===== config.mk =====
export PLATFORM = sky130hd
export DESIGN_NAME = osc_reset_sequencer
export DESIGN_NICKNAME = d
export VERILOG_FILES = /design/src/rtl/osc_reset_sequencer.sv
export SDC_FILE = /design/constraint.sdc
export NUM_CORES = 1
export LEC_CHECK = 0
export CORE_MARGIN = 2
export CORE_UTILIZATION = 51
export CTS_BUF_LIST = sky130_fd_sc_hd__clkbuf_8 sky130_fd_sc_hd__clkbuf_16
export DETAILED_ROUTE_END_ITERATION = 10
export PLACE_DENSITY = 0.71
export REMOVE_ABC_BUFFERS = 1
export SLEW_MARGIN = 5
export SYNTH_ARGS = -nofsm -noshare
export SYNTH_HDL_FRONTEND = slang
export SYNTH_SLANG_ARGS = --single-unit
export TNS_END_PERCENT = 100

===== constraint.sdc =====
create_clock -name CLK -period 5.4 [get_ports CLK]
set_input_delay 0.54 -clock CLK [delete_from_list [all_inputs] [get_ports CLK]]
set_output_delay 0.54 -clock CLK [all_outputs]
set_load 0.02 [all_outputs]

===== src/rtl/osc_reset_sequencer.sv =====
// osc_reset_sequencer: holds the fabric PLL in reset, qualifies a stable lock, then releases the fabric reset with bounded retries
module osc_reset_sequencer #(
    parameter int PLL_RST_CYCLES      = 16,
    parameter int LOCK_STABLE_CYCLES  = 1024,
    parameter int LOCK_TIMEOUT_CYCLES = 160000,
    parameter int RELEASE_DELAY       = 256,
    parameter int MAX_RETRIES         = 3,
    parameter int CNT_W               = 18
) (
    input  logic       CLK,
    input  logic       RESET,
    input  logic       PLL_LOCK,
    input  logic       SW_RESET_REQ,
    output logic       PLL_ARST,
    output logic       FABRIC_RESET,
    output logic       READY,
    output logic       FAIL,
    output logic [2:0] STATE,
    output logic [1:0] RETRY_CNT,
    output logic [7:0] LOSS_CNT
);
    typedef enum logic [2:0] {
        ST_RST_PLL   = 3'd1,
        ST_WAIT_LOCK = 3'd2,
        ST_HOLD      = 3'd3,
        ST_RUN       = 3'd4,
        ST_FAIL      = 3'd5
    } state_t;

    localparam logic [CNT_W-1:0] RST_LAST     = CNT_W'(PLL_RST_CYCLES - 1);
    localparam logic [CNT_W-1:0] STABLE_N     = CNT_W'(LOCK_STABLE_CYCLES);
    localparam logic [CNT_W-1:0] TIMEOUT_LAST = CNT_W'(LOCK_TIMEOUT_CYCLES - 1);
    localparam logic [CNT_W-1:0] HOLD_LAST    = CNT_W'(RELEASE_DELAY - 1);
    localparam logic [CNT_W-1:0] RETRY_MAX    = CNT_W'(MAX_RETRIES);
    localparam logic [CNT_W-1:0] ONE          = CNT_W'(1);

    state_t           state;
    logic             lock_m;
    logic             lock_s;
    logic [CNT_W-1:0] cnt;
    logic [CNT_W-1:0] stable;
    logic [CNT_W-1:0] retry_next;

    assign STATE      = state;
    assign retry_next = CNT_W'(RETRY_CNT) + ONE;

    // two-flop synchronizer for the asynchronous PLL lock
    always_ff @(posedge CLK) begin
        if (RESET) begin
            lock_m <= 1'b0;
            lock_s <= 1'b0;
        end else begin
            lock_m <= PLL_LOCK;
            lock_s <= lock_m;
        end
    end

    // sequencer: cnt times RST_PLL, the lock timeout and HOLD; stable counts consecutive lock cycles
    always_ff @(posedge CLK) begin
        if (RESET) begin
            state        <= ST_RST_PLL;
            cnt          <= '0;
            stable       <= '0;
            PLL_ARST     <= 1'b1;
            FABRIC_RESET <= 1'b1;
            READY        <= 1'b0;
            FAIL         <= 1'b0;
            RETRY_CNT    <= 2'd0;
            LOSS_CNT     <= 8'd0;
        end else begin
            case (state)
                ST_RST_PLL: begin
                    if (cnt == RST_LAST) begin
                        state    <= ST_WAIT_LOCK;
                        cnt      <= '0;
                        stable   <= '0;
                        PLL_ARST <= 1'b0;
                    end else begin
                        cnt <= cnt + ONE;
                    end
                end
                ST_WAIT_LOCK: begin
                    if (stable == STABLE_N) begin
                        state <= ST_HOLD;
                        cnt   <= '0;
                    end else if (cnt == TIMEOUT_LAST) begin
                        cnt      <= '0;
                        PLL_ARST <= 1'b1;
                        if (retry_next < RETRY_MAX) begin
                            state     <= ST_RST_PLL;
                            RETRY_CNT <= (RETRY_CNT == 2'd3) ? RETRY_CNT : RETRY_CNT + 2'd1;
                        end else begin
                            state <= ST_FAIL;
                            FAIL  <= 1'b1;
                        end
                    end else begin
                        cnt    <= cnt + ONE;
                        stable <= lock_s ? stable + ONE : '0;
                    end
                end
                ST_HOLD: begin
                    if (!lock_s) begin
                        state    <= ST_RST_PLL;
                        cnt      <= '0;
                        PLL_ARST <= 1'b1;
                    end else if (cnt == HOLD_LAST) begin
                        state        <= ST_RUN;
                        cnt          <= '0;
                        FABRIC_RESET <= 1'b0;
                        READY        <= 1'b1;
                        RETRY_CNT    <= 2'd0;
                    end else begin
                        cnt <= cnt + ONE;
                    end
                end
                ST_RUN: begin
                    if (!lock_s || SW_RESET_REQ) begin
                        state        <= ST_RST_PLL;
                        cnt          <= '0;
                        PLL_ARST     <= 1'b1;
                        FABRIC_RESET <= 1'b1;
                        READY        <= 1'b0;
                        if (!lock_s && LOSS_CNT != 8'hFF) LOSS_CNT <= LOSS_CNT + 8'd1;
                    end
                end
                ST_FAIL: begin
                    state <= ST_FAIL;
                end
                default: begin
                    state        <= ST_RST_PLL;
                    cnt          <= '0;
                    PLL_ARST     <= 1'b1;
                    FABRIC_RESET <= 1'b1;
                    READY        <= 1'b0;
                end
            endcase
        end
    end
endmodule


# [Word level (Yosys, flattened, before mapping)]
# Cells that the tools add are included.
[totals] ff_bits=55 output_inout_bits=17 elab_cells=98
[op_classes] n_addsub=5 magnitude_cmp=1 n_eq_ne=23 n_mux=40 n_bitwise=4 reduce_logical=14
[op_table] op="two-way mux 18 bit" n=10
[op_table] op="case mux 18 bit (5 select lines)" n=1
[op_table] op="adder 18 x 1 -> 18 bit (second input constant)" n=2
[op_table] op="case mux 18 bit (2 select lines)" n=1
[op_table] op="two-way mux 3 bit" n=7
[op_table] op="inequality test 2 bit (second input constant)" n=10
[op_table] op="== test 18 x 11 -> 1 bit (second input constant)" n=1
[op_table] op="== test 18 bit (second input constant)" n=1
[op_table] op="== test 18 x 4 -> 1 bit (second input constant)" n=1
[op_table] op="== test 18 x 8 -> 1 bit (second input constant)" n=1
[op_table] op="AND reduction 4 bit" n=4
[op_table] op="case mux 3 bit (5 select lines)" n=1
[op_table] op="two-way mux 2 bit" n=6
[op_table] op="two-way mux 1 bit" n=10
[op_table] op="adder 8 x 1 -> 8 bit (second input constant)" n=1
[op_table] op="inequality test 8 bit (second input constant)" n=1
[op_table] op="AND reduction 7 bit" n=1
[op_table] op="== test 3 x 2 -> 1 bit (second input constant)" n=2
[op_table] op="== test 3 bit (second input constant)" n=2
[op_table] op="inequality test 3 bit (second input constant)" n=2
[op_table] op="case mux 1 bit (3 select lines)" n=2
[op_table] op="AND reduction 6 bit" n=1
[op_table] op="case mux 1 bit (5 select lines)" n=1
[op_table] op="inverter 1 bit" n=4
[op_table] op="other kinds (13)" n=14

# [Logic depth before layout (Yosys ltp)]
# Gate-level depths: netlist (run 1).
[depth] ltp_word=6 mapped_depth=9 depth_no_buf=8

# [Least setup slack after synthesis (run 1)]
# No wires, ideal clock.
[synth_timing] kind="flip-flop to flip-flop" start="reg cnt[0]" end="reg stable[6]" setup_ns=0.070 arrival_ns=2.014 required_ns=5.330 slack_ns=3.316 path_stages_with_launch=8 cell_sequence="dfxtp_1 > ha_1 > and3_1 > nand4_1 > nor2_1 > or3_4 > or4_1 > a21oi_1"
[synth_via] elab_chain_cells=3
[synth_rtl] element="start, declared" line_no="40" text="logic [CNT_W-1:0] cnt;"
[synth_rtl] element="start signal, assigned" line_no="79" text="cnt <= cnt + ONE;"
[synth_rtl] element="start signal, assigned" line_no="97" text="cnt <= cnt + ONE;"
[synth_rtl] element="start signal, assigned" line_no="113" text="cnt <= cnt + ONE;"
[synth_rtl] element="== test 18 bit or == test 18 x 4 -> 1 bit (tied branches)" line_no="86, 73"
[synth_rtl] element="inequality test 2 bit (no source line)"
[synth_rtl] element="AND reduction 4 bit (no source line) *"
[synth_rtl] element="end signal, assigned" line_no="98" text="stable <= lock_s ? stable + ONE : '0;"
[synth_rtl] element="end, declared" line_no="41" text="logic [CNT_W-1:0] stable;"
# Every way passes the cells marked *; elsewhere a longest branch is shown, timed or not.
# A chain may end at the register's enable or synchronous reset.

# [Final worst setup path (run 1)]
[layout_timing] start="reg cnt[8]" end="reg cnt[12]"
[layout_via] elab_chain_cells=4
[layout_rtl] element="adder 18 x 1 -> 18 bit, or another cell as far along" line_no="79, 97, 113"
[layout_rtl] element="two-way mux 18 bit, on equally long branches" line_no="106, 86"
[layout_rtl] element="two-way mux 18 bit, on equally long branches" line_no="102, 83"
[layout_rtl] element="case mux 18 bit (5 select lines) *" line_no="71" text="case (state)"
# Marked as above.

==> results.md, run 1 <==
- CTS buffer count: 5
- Top_reg_cell synth: dfxtp_1
- Wirelength, routed: approximately 6.4 mm
- Clock Latency Late Sink: 0.32 ns
- Cells after Synth: 353
- Syn avg cell area: 8.13 um^2
- WS Path Type: flip-flop to flip-flop
- Diode count: 0
- Via-to-Cell Ratio: 5.88
- Worst hold path class: flip-flop to flip-flop
- Syn Std Cell Area: 2870 um^2
- Starting DRT DRC Count: 188
- Placer Congestion: 0.896
- Number of port buffers: 20
- Area Overhead vs Synth: 13.4%
- Flops & latches, synth: 55
- Routed Antenna Nets: 0
- Final setup skew: 0.0129 ns
- Die W: 79.0 um
- Data required, critical path: 5.57 ns
- Synth area leaders: dfxtp_1 38%, nor2_1 5.5%, nand2_1 5.4%, nand3_1 4.4%, xor2_1 3.4%
- Fill count: roughly 510
- Final Setup Violations: 0
- CP arrival: around 2.9 ns
- Router iterations before antenna repair: 4
- Clock sink count: 55
- EDFF count, synth: 0
- Vias in the first global route: around 2300
- Share of the yosys chip area belonging to registers: 38.4%
- Design Power: 824 uW
- H-tree Lvls: 2
- Slew @ Worst Pin: about 1.1 ns
- HPWL Detailed: 4.46 mm
- Max Slew Vio Count: 0
- Global route total overflow: 0
- Setup slack after placement: between 2 and 3 ns
- Largest net degree at the start of global routing: 37
- Async S/R FF share, synth: 0%
- Post_cts resized: 0
- RSZ-0062 raised after global routing: false
- Critical Path Start Type: flip-flop
- Ys Warns: 0
- Setup bufs post-CTS: 0
- First-pass GRT wire length: 10.6 mm
- PwrDens: approximately 250 nW/um^2
- Max clock buf depth: 2
- Initial Util: 52.4%
- CTS tree: yes
- Wire per inst: 14.5 um
- Core footprint: 5470 um^2
- Post-synth top area share: 38.4%
- Fin crit share: 49.9%
- Placed cell count: 434
- Max-cap violation count: 0
- Crit-path max FO: 14
- Final WS setup: 2.70 ns
- Die area: 6240 um^2
- Cell Count, Final, Fillers Out: 442
- Maximum vdd drop: approximately 0.00015 V
- Commonest cells in the netlist: 55 x dfxtp_1, 42 x nor2_1, 41 x nand2_1, 25 x nand3_1, 14 x a21oi_1
- FP Rows: 27
- Layout cells sized above 1: under 10%
- Setup_tns: 0 ns
- Synth area leader: dfxtp_1
- Cell variety after synth: 54
- Clock root buffer: clkbuf_8
- Initial antenna violation count: 0
- Most frequent cell after synthesis: dfxtp_1
- Vias: ~2600
- Die Span Y: 79.0 um
- Post-CTS Hold Fix Bufs: 0
- CP Capture Type: flip-flop
- Residual DRC: 0
- Clock Pin Slew Worst Setup and Hold Paths: 0.09 ns
- Leakage power: 1.18 nW
- Final Hold Fails: 0
- Total GRT Usage: about a fifth
- Nets: 379
- Rel. slew slack: 28.0%
- Outcome: completed
- Fmax: 0.371 GHz
- I/O pin count: 21
- Hold_ws: 0.443 ns
- Min Tclk post-route: about 2.7 ns
[cells by family (layout without fill, tap and decap cells)]
logic type / after synthesis / in the layout / synth area share (%)
mux: 6 / 6 / 2.09
simple gates: 177 / 177 / 31.6
xor+xnor: 16 / 16 / 4.88
compound gates: 68 / 68 / 16.9
fa+ha+maj: 6 / 6 / 2.62
flops: 55 / 55 / 38.4
buf+inv: 25 / 42 / 3.53
[worst paths after layout]
check,from,endpoint,cells past startpoint,slack (ns)
worst min register to register,lock_m,lock_s,1,0.44
worst min-delay path,lock_m,lock_s,1,0.44
worst max-delay path,cnt[8],cnt[12],6,2.70
worst max register to register,cnt[8],cnt[12],6,2.70
[critical path, stage by stage (launching register included)]
cell      delay, ns
dfxtp_1        0.34
nor4_1         0.43
nand4_1        0.35
o21ai_2        0.37
o211ai_2       0.30
o21ai_1        0.66
nor2_1         0.11
[metal layers]
metal / routed length (um) / global-route usage, % / vias to the layer above
li1: - / - / 1318
met1: 3040 / 27.5 / 1213
met2: 3000 / 35.4 / 63
met3: 311 / 4.43 / 5
met4: 58 / 6.38 / 0
met5: 0 / 0 / -
[sequential cells by signal, summed over array words and instances, names as in the netlist]
name          flops
cnt              18
stable           18
LOSS_CNT          8
STATE             3
RETRY_CNT         2
FABRIC_RESET      1
FAIL              1
PLL_ARST          1
READY             1
lock_m            1
lock_s            1
[final cells by class]
type                    count  area, um^2  area share [%]
multi-input cells         273        1670            51.2
clock buffers               5        68.8            2.11
well taps                  72        90.1            2.77
inverters                  12        45.0            1.38
repair buffers             22         215            6.61
flip-flops and latches     55        1100            33.8
clock inverters             3        67.6            2.08
[power by group]
group          total [mW]  internal [mW]  leakage [nW]  switching, mW
Clock               0.323          0.185        0.0644          0.138
Combinational      0.0765         0.0280         0.672         0.0485
Sequential          0.424          0.413         0.444         0.0112
[through the flow]
step	cell area [um^2]	util [%]
6_report	3250	59.5
5_1_grt	3250	59.5
4_1_cts	3250	59.5
3_5_place_dp	3120	57.0
3_3_place_gp	3120	57.0
2_1_floorplan	2810	-
[layout by cell type, fill, tap and decap left out, types with 4 or more instances in the layout]
cell / netlist / final
nand3_1: 25 / 25
nor2_1: 42 / 42
nand4_1: 8 / 8
o21ai_0: 9 / 9
ha_1: 6 / 6
clkdlybuf4s50_1: 0 / 20
nor2b_1: 5 / 5
clkbuf_8: 0 / 5
mux2i_1: 6 / 6
nor3_1: 11 / 11
o211ai_1: 5 / 5
and3_1: 9 / 9
dfxtp_1: 55 / 55
and2_1: 4 / 4
a21oi_1: 14 / 14
nand2_1: 41 / 41
or3_1: 8 / 8
inv_1: 11 / 11
a31oi_1: 9 / 9
xnor2_1: 5 / 5
nor4_1: 7 / 7
a311oi_1: 5 / 5
xor2_1: 11 / 11
No activity file was read; power rests on OpenSTA's default activity.
==> inputs of run 2 (changes only) <==
Settings changed: PLACE_DENSITY 0.71 to 0.74.
Clock period 5.4 ns to 2.2 ns, I/O delays scaled along.
==> results.md, run 2 (synthesis gave the netlist of run 1 again) <==
- WL met1: 3.40 mm (was 3.04 mm)
- Global route total overflow: 0 (unchanged)
- Worst hold path class: flip-flop to flip-flop (unchanged)
- Stages on worst setup path: 8 (was 6)
- Total GRT Usage: 22.4% (was 21.2%)
- Critical Path, Cell by Cell: ha_1 > and3_1 > nand4_1 > buf_4 > nor2_1 > or3_4 > or4_1 > a21oi_1 (was nor4_1 > nand4_1 > o21ai_2 > o211ai_2 > o21ai_1 > nor2_1)
- Fill count: 484 (was 513)
- Capture point of the worst reg-to-reg path: stable[6] (was cnt[12])
- Area Overhead vs Synth: 22.1% (was 13.4%)
- Maximum vdd drop: 0.000357 V (was 0.000154 V)
- Critical Path Start Type: flip-flop (unchanged)
- Setup_tns: 0 ns (unchanged)
- Placed cell count: 456 (was 434)
- Final Setup Violations: 0 (unchanged)
- CP arrival: 2.36 ns (was 2.87 ns)
- Top routing layer used: met4 (unchanged)
- Routed wl met2: 2.96 mm (was 3.00 mm)
- Crit-path max FO: 5 (was 14)
- Initial antenna violation count: 0 (unchanged)
- R2r setup slk: 0.09 ns (was 2.70 ns)
- PwrDens: 588 nW/um^2 (was 253 nW/um^2)
- Largest net degree at the start of global routing: 36 (was 37)
- WS Path Type: flip-flop to flip-flop (unchanged)
- Die W: 79.0 um (unchanged)
- Design Power: 2.06 mW (was 824 uW)
- Data required, critical path: 2.44 ns (was 5.57 ns)
- Clock Latency Late Sink: 0.31 ns (was 0.32 ns)
- Starting DRT DRC Count: 206 (was 188)
- CP delay by family, top: simple AND/OR/NAND/NOR gates (was compound AO/OA/AOI/OAI gates)
- FP Rows: 27 (unchanged)
- First-pass GRT wire length: 11.2 mm (was 10.6 mm)
- Slew @ Worst Pin: 0.439 ns (was 1.07 ns)
- CTS tree: yes (unchanged)
- Placed Area: 3280 um^2 (was 3120 um^2)
- Max clock buf depth: 2 (unchanged)
- Clock sink count: 55 (unchanged)
- Routed Antenna Nets: 0 (unchanged)
- Core footprint: 5470 um^2 (unchanged)
- Clock Pin Slew Worst Setup and Hold Paths: 0.09 ns (about the same)
- Residual DRC: 0 (unchanged)
- Rel. slew slack: 70.7% (was 28.0%)
- Max stage delay on crit path: 0.51 ns (was 0.66 ns)
- Worst Setup EP: stable[6] (was cnt[12])
- Metal3 WL: 345 um (was 311 um)
- Vias in the first global route: 2377 (was 2342)
- Leakage power: 1.32 nW (was 1.18 nW)
- Crit path buffers/inverters: 1 (was 0)
- Reg2Reg Depth: 8 (was 6)
- Fin crit share: 96.1% (was 49.9%)
- Outcome: completed (unchanged)
- Worst setup path start: cnt[1] (was cnt[8])
- Cell Count, Final, Fillers Out: 467 (was 442)
- H-tree Lvls: 2 (unchanged)
- Worst r2r src: cnt[1] (was cnt[8])
- Router iterations before antenna repair: 4 (unchanged)
- Design Area, Final: 3500 um^2 (was 3250 um^2)
- HPWL Detailed: 4.83 mm (was 4.46 mm)
- Placer Congestion: 0.924 (was 0.896)
- Initial Util: 52.4% (unchanged)
- Post-layout util: 64.0% (was 59.5%)
- CP Capture Type: flip-flop (unchanged)
- Most frequent cells in the layout: 53 x dfxtp_1, 42 x nor2_1, 41 x nand2_1, 27 x buf_4, 25 x nand3_1 (was 55 x dfxtp_1, 42 x nor2_1, 41 x nand2_1, 25 x nand3_1, 20 x clkdlybuf4s50_1)
- Die Span Y: 79.0 um (unchanged)
- Min Tclk post-route: 2.11 ns (was 2.70 ns)
- Number of port buffers: 20 (unchanged)
- Via-to-Cell Ratio: 5.79 (was 5.88)
- Vias: 2706 (was 2599)
- CTS buffer count: 5 (unchanged)
- Layout cells sized above 1: 13.7% (was 5.68%)
- CP max-delay cell: or4_1 (was o21ai_1)
- Die area: 6240 um^2 (unchanged)
- Nets: 404 (was 379)
- Max Slew Vio Count: 0 (unchanged)
- Wirelength, routed: 6.78 mm (was 6.41 mm)
- Commonest non-fill, non-tap cell in the layout: dfxtp_1 (unchanged)
- Wire per inst: 14.5 um (about the same)
- Final setup skew: 0.00825 ns (was 0.0129 ns)
- Fmax: 0.473 GHz (was 0.371 GHz)
- Final Hold Fails: 0 (unchanged)
- Biggest regs: cnt: 18 flops, stable: 18 flops, LOSS_CNT: 8 flops (unchanged)
- I/O pin count: 21 (unchanged)
- Max-cap violation count: 0 (unchanged)
- Clock root buffer: clkbuf_8 (unchanged)
- Diode count: 0 (unchanged)
==> run 2: cell types whose count changed in the layout (fill, tap and decap cells not counted), sizes merged <==
cell,previous run,this run
buf,2,27
==> run 2: layout make-up <==
cell class	instances	area (um^2)	area share (%)
multi-input cells	273	1730	49.2
flip-flops and latches	55	1100	31.5
repair buffers	47	403	11.5
well taps	72	90.1	2.57
clock buffers	5	68.8	1.96
clock inverters	3	67.6	1.93
inverters	12	45.0	1.29
==> run 2: how the worst min path moves through the flow <==
stage	cells after the start	slack, ns	end	start
5_1_grt	1	0.46	lock_s	lock_m
6_report	1	0.44	lock_s	lock_m
2_1_floorplan	1	0.29	LOSS_CNT[5]	RESET
3_5_place_dp	1	0.42	lock_s	lock_m
3_3_place_gp	1	0.42	lock_s	lock_m
4_1_cts	1	0.45	lock_s	lock_m
==> run 2: through the flow <==
| stage | hold slack (ns) | worst slack, ns |
|---|---|---|
| after detailed placement | 0.425 | -0.0963 |
| after global routing | 0.459 | -0.000428 |
| after CTS | 0.448 | 0.0116 |
| after global placement | 0.423 | 0.0471 |
| after floorplan | 0.289 | 0.0194 |
| final | 0.443 | 0.0857 |
==> run 2: layer usage <==
layer	vias up	GRT usage (%)
met4	0	5.86
met1	1265	33.5
met2	67	32.7
met3	8	4.43
li1	1366	-
met5	-	0
==> run 2: timing repair <==
action	in CTS	in global routing
hold buffers	0	0
pin swaps	1	0
gates resized for setup	1	10
endpoints found under the setup margin	20	37
buffers inserted	0	3
gates cloned	0	0
==> run 2: power breakdown <==
part           internal, mW  total, mW  leakage (nW)  switching, mW
sequential             1.01       1.03         0.445         0.0202
combinational        0.0986      0.240         0.814          0.142
clock                 0.454      0.784        0.0644          0.330
==> run 2: worst register-to-register path: stages (launching register included) <==
cell and delay, ns:
dfxtp_2 0.35, ha_1 0.19, and3_1 0.17, nand4_1 0.11, buf_4 0.12, nor2_1 0.04, or3_4 0.43, or4_1 0.51
a21oi_1 0.14
==> inputs of run 3 (changes only) <==
Settings changed: CORE_MARGIN 2 to 10.
Clock period 2.2 ns to 1.85 ns, I/O delays scaled along.
==> results.md, run 3 (synthesis gave the netlist of run 1 again) <==
- Outcome: finished with violations (was completed)
- Failing checks: negative setup slack
- Wire per inst: 20.0 um (was 14.5 um)
- Die area: 9030 um^2 (was 6240 um^2)
- Rel. slew slack: 69.5% (was 70.7%)
- Hold_ws: 0.426 ns (was 0.443 ns)
- Clk pwr share: 26.1% (was 38.1%)
- CP Capture Type: flip-flop (unchanged)
- Area Overhead vs Synth: 54.3% (was 22.1%)
- Slew @ Worst Pin: 0.454 ns (was 0.439 ns)
- Router iterations before antenna repair: 6 (was 4)
- HPWL Detailed: 5.85 mm (was 4.83 mm)
- Nets: 475 (was 404)
- Final setup skew: 0.00722 ns (was 0.00825 ns)
- Commonest non-fill, non-tap cell in the layout: buf_4 (was dfxtp_1)
- Worst hold path class: input pin to flip-flop (was flip-flop to flip-flop)
- Fmax: 0.460 GHz (was 0.473 GHz)
- Largest net degree at the start of global routing: 23 (was 36)
- Setup slack after placement: -0.377 ns (was -0.0963 ns)
- Clock Pin Slew Worst Setup and Hold Paths: 0.10 ns (was 0.09 ns)
- Starting DRT DRC Count: 434 (was 206)
- Diode count: 0 (unchanged)
- Final Setup Violations: 42 (was 0)
- Crit-path max FO: 5 (unchanged)
- Switching share of total power: 28.3% (was 23.9%)
- Final WS setup: -0.324 ns (was 0.0857 ns)
- Maximum vdd drop: 0.000346 V (was 0.000357 V)
- Number of port buffers: 20 (unchanged)
- Vias in the first global route: 3255 (was 2377)
- First-pass GRT wire length: 15.4 mm (was 11.2 mm)
- PwrDens: 541 nW/um^2 (was 588 nW/um^2)
- Clock Latency Late Sink: 0.30 ns (was 0.31 ns)
- Layout cells sized above 1: 40.3% (was 13.7%)
- Die Span Y: 95.0 um (was 79.0 um)
- Routed Antenna Nets: 0 (unchanged)
- Combinational Power Share: 22.5% (was 11.7%)
- Max Slew Vio Count: 0 (unchanged)
- Residual DRC: 0 (unchanged)
- H-tree Lvls: 2 (unchanged)
- Fill count: 324 (was 484)
- Internal power: 1.72 mW (was 1.57 mW)
- Flop pwr share: 51.5% (was 50.3%)
- CP arrival: 2.35 ns (was 2.36 ns)
- Die W: 95.0 um (was 79.0 um)
- Clock sink count: 55 (unchanged)
- Biggest regs: cnt: 18 flops, stable: 18 flops, LOSS_CNT: 8 flops (unchanged)
- Total GRT Usage: 21.0% (was 22.4%)
- Max clock buf depth: 2 (unchanged)
- FP Rows: 27 (unchanged)
- Core footprint: 5470 um^2 (unchanged)
- Leakage power: 1.76 nW (was 1.32 nW)
- CTS buffer count: 5 (unchanged)
- Final Hold Fails: 0 (unchanged)
- Vias: 3376 (was 2706)
- CTS tree: yes (unchanged)
- Max-cap violation count: 0 (unchanged)
- Wirelength, routed: 10.7 mm (was 6.78 mm)
- Most frequent cells in the layout: 78 x buf_4, 39 x dfxtp_1, 36 x nand2_1, 32 x nor2_1, 20 x clkdlybuf4s50_1 (was 53 x dfxtp_1, 42 x nor2_1, 41 x nand2_1, 27 x buf_4, 25 x nand3_1)
- Net Sw Power: 678 uW (was 492 uW)
- RSZ-0062 raised after global routing: true
- Via-to-Cell Ratio: 6.30 (was 5.79)
- WS Path Type: flip-flop to flip-flop (unchanged)
- Placer Congestion: 0.892 (was 0.924)
- I/O pin count: 21 (unchanged)
- Initial antenna violation count: 0 (unchanged)
- Initial Util: 52.4% (unchanged)
- Fin crit share: 118% (was 96.1%)
- Critical Path Start Type: flip-flop (unchanged)
- Min Tclk post-route: 2.17 ns (was 2.11 ns)
- Data required, critical path: 2.03 ns (was 2.44 ns)
- Global route total overflow: 0 (unchanged)
- Clock root buffer: clkbuf_8 (unchanged)
-- run 3: changes by cell type in the layout (fill, tap and decap cells not counted), moves of 5 or more --
cell     change
nor2_1      -10
buf_4       +51
dfxtp_2     +13
nand3_1      -6
nor2_2       +8
dfxtp_1     -14
buf_6       +18
nand2_1      -5
nand3_2      +6
-- run 3: path summary, 6_finish.rpt --
kind | startpoint | end | slack, ns | cells after the start
min reg2reg | lock_m | lock_s | 0.46 | 1
max reg2reg | cnt[11] | STATE[1] | -0.32 | 9
min | PLL_LOCK | lock_m | 0.43 | 2
max | cnt[11] | STATE[1] | -0.32 | 9
-- run 3: final cells by class --
class,instances,area (um^2),share of cell area (%)
multi-input combinational,273,2070,46.7
clock inverter,1,3.75,0.0848
tap,72,90.1,2.04
clock buffer,5,68.8,1.55
inverter,12,45.0,1.02
timing repair buffer,118,1030,23.2
sequential,55,1120,25.4
-- run 3: what timing repair did --
| item | in CTS | in global routing |
|---|---|---|
| setup endpoints to repair | 42 | 45 |
| cloned | 1 | 0 |
| buffers inserted | 13 | 1 |
| pin swaps | 46 | 18 |
| gates resized for setup | 81 | 37 |
| hold buffers | 0 | 0 |
-- run 3: layer usage --
| metal | vias to the layer above | wire [um] | track usage, % |
|---|---|---|---|
| met1 | 1613 | 4240 | 24.8 |
| met5 | - | 0 | 0 |
| met2 | 197 | 5000 | 34.8 |
| met4 | 0 | 450 | 11.0 |
| met3 | 60 | 1000 | 4.92 |
| li1 | 1506 | - | - |
-- run 3: power groups by stage --
stage / sequential [mW] / clock [mW] / combinational (mW)
after floorplan: 1.27 / 0 / 0.137
after global placement: 1.25 / 0 / 0.341
after detailed placement: 1.25 / 0 / 0.346
after CTS: 1.23 / 0.634 / 0.458
after global routing: 1.24 / 0.678 / 0.556
final: 1.23 / 0.625 / 0.538
-- run 3: critical path, cell delays in order, from the launching register on --
cell and delay, ns:
dfxtp_2 0.35, nor4_4 0.33, nand4_1 0.19, buf_6 0.19, o2111ai_4 0.26, o211ai_4 0.16
buf_4 0.17, buf_4 0.14, nor3_4 0.16, nor4_1 0.07
-- run 3: stage by stage --
step | setup TNS (ns) | std cells | instance area, um^2 | power [mW] | util, %
3_5_place_dp | -10.0 | 517 | 3750 | 1.60 | 68.6
5_1_grt | -9.58 | 536 | 4430 | 2.47 | 80.9
3_3_place_gp | -7.84 | 517 | 3750 | 1.59 | 68.6
2_1_floorplan | -8.71 | 340 | 2810 | 1.40 | -
6_report | -7.95 | 536 | 4430 | 2.40 | 80.9
4_1_cts | -3.01 | 536 | 4260 | 2.32 | 77.8
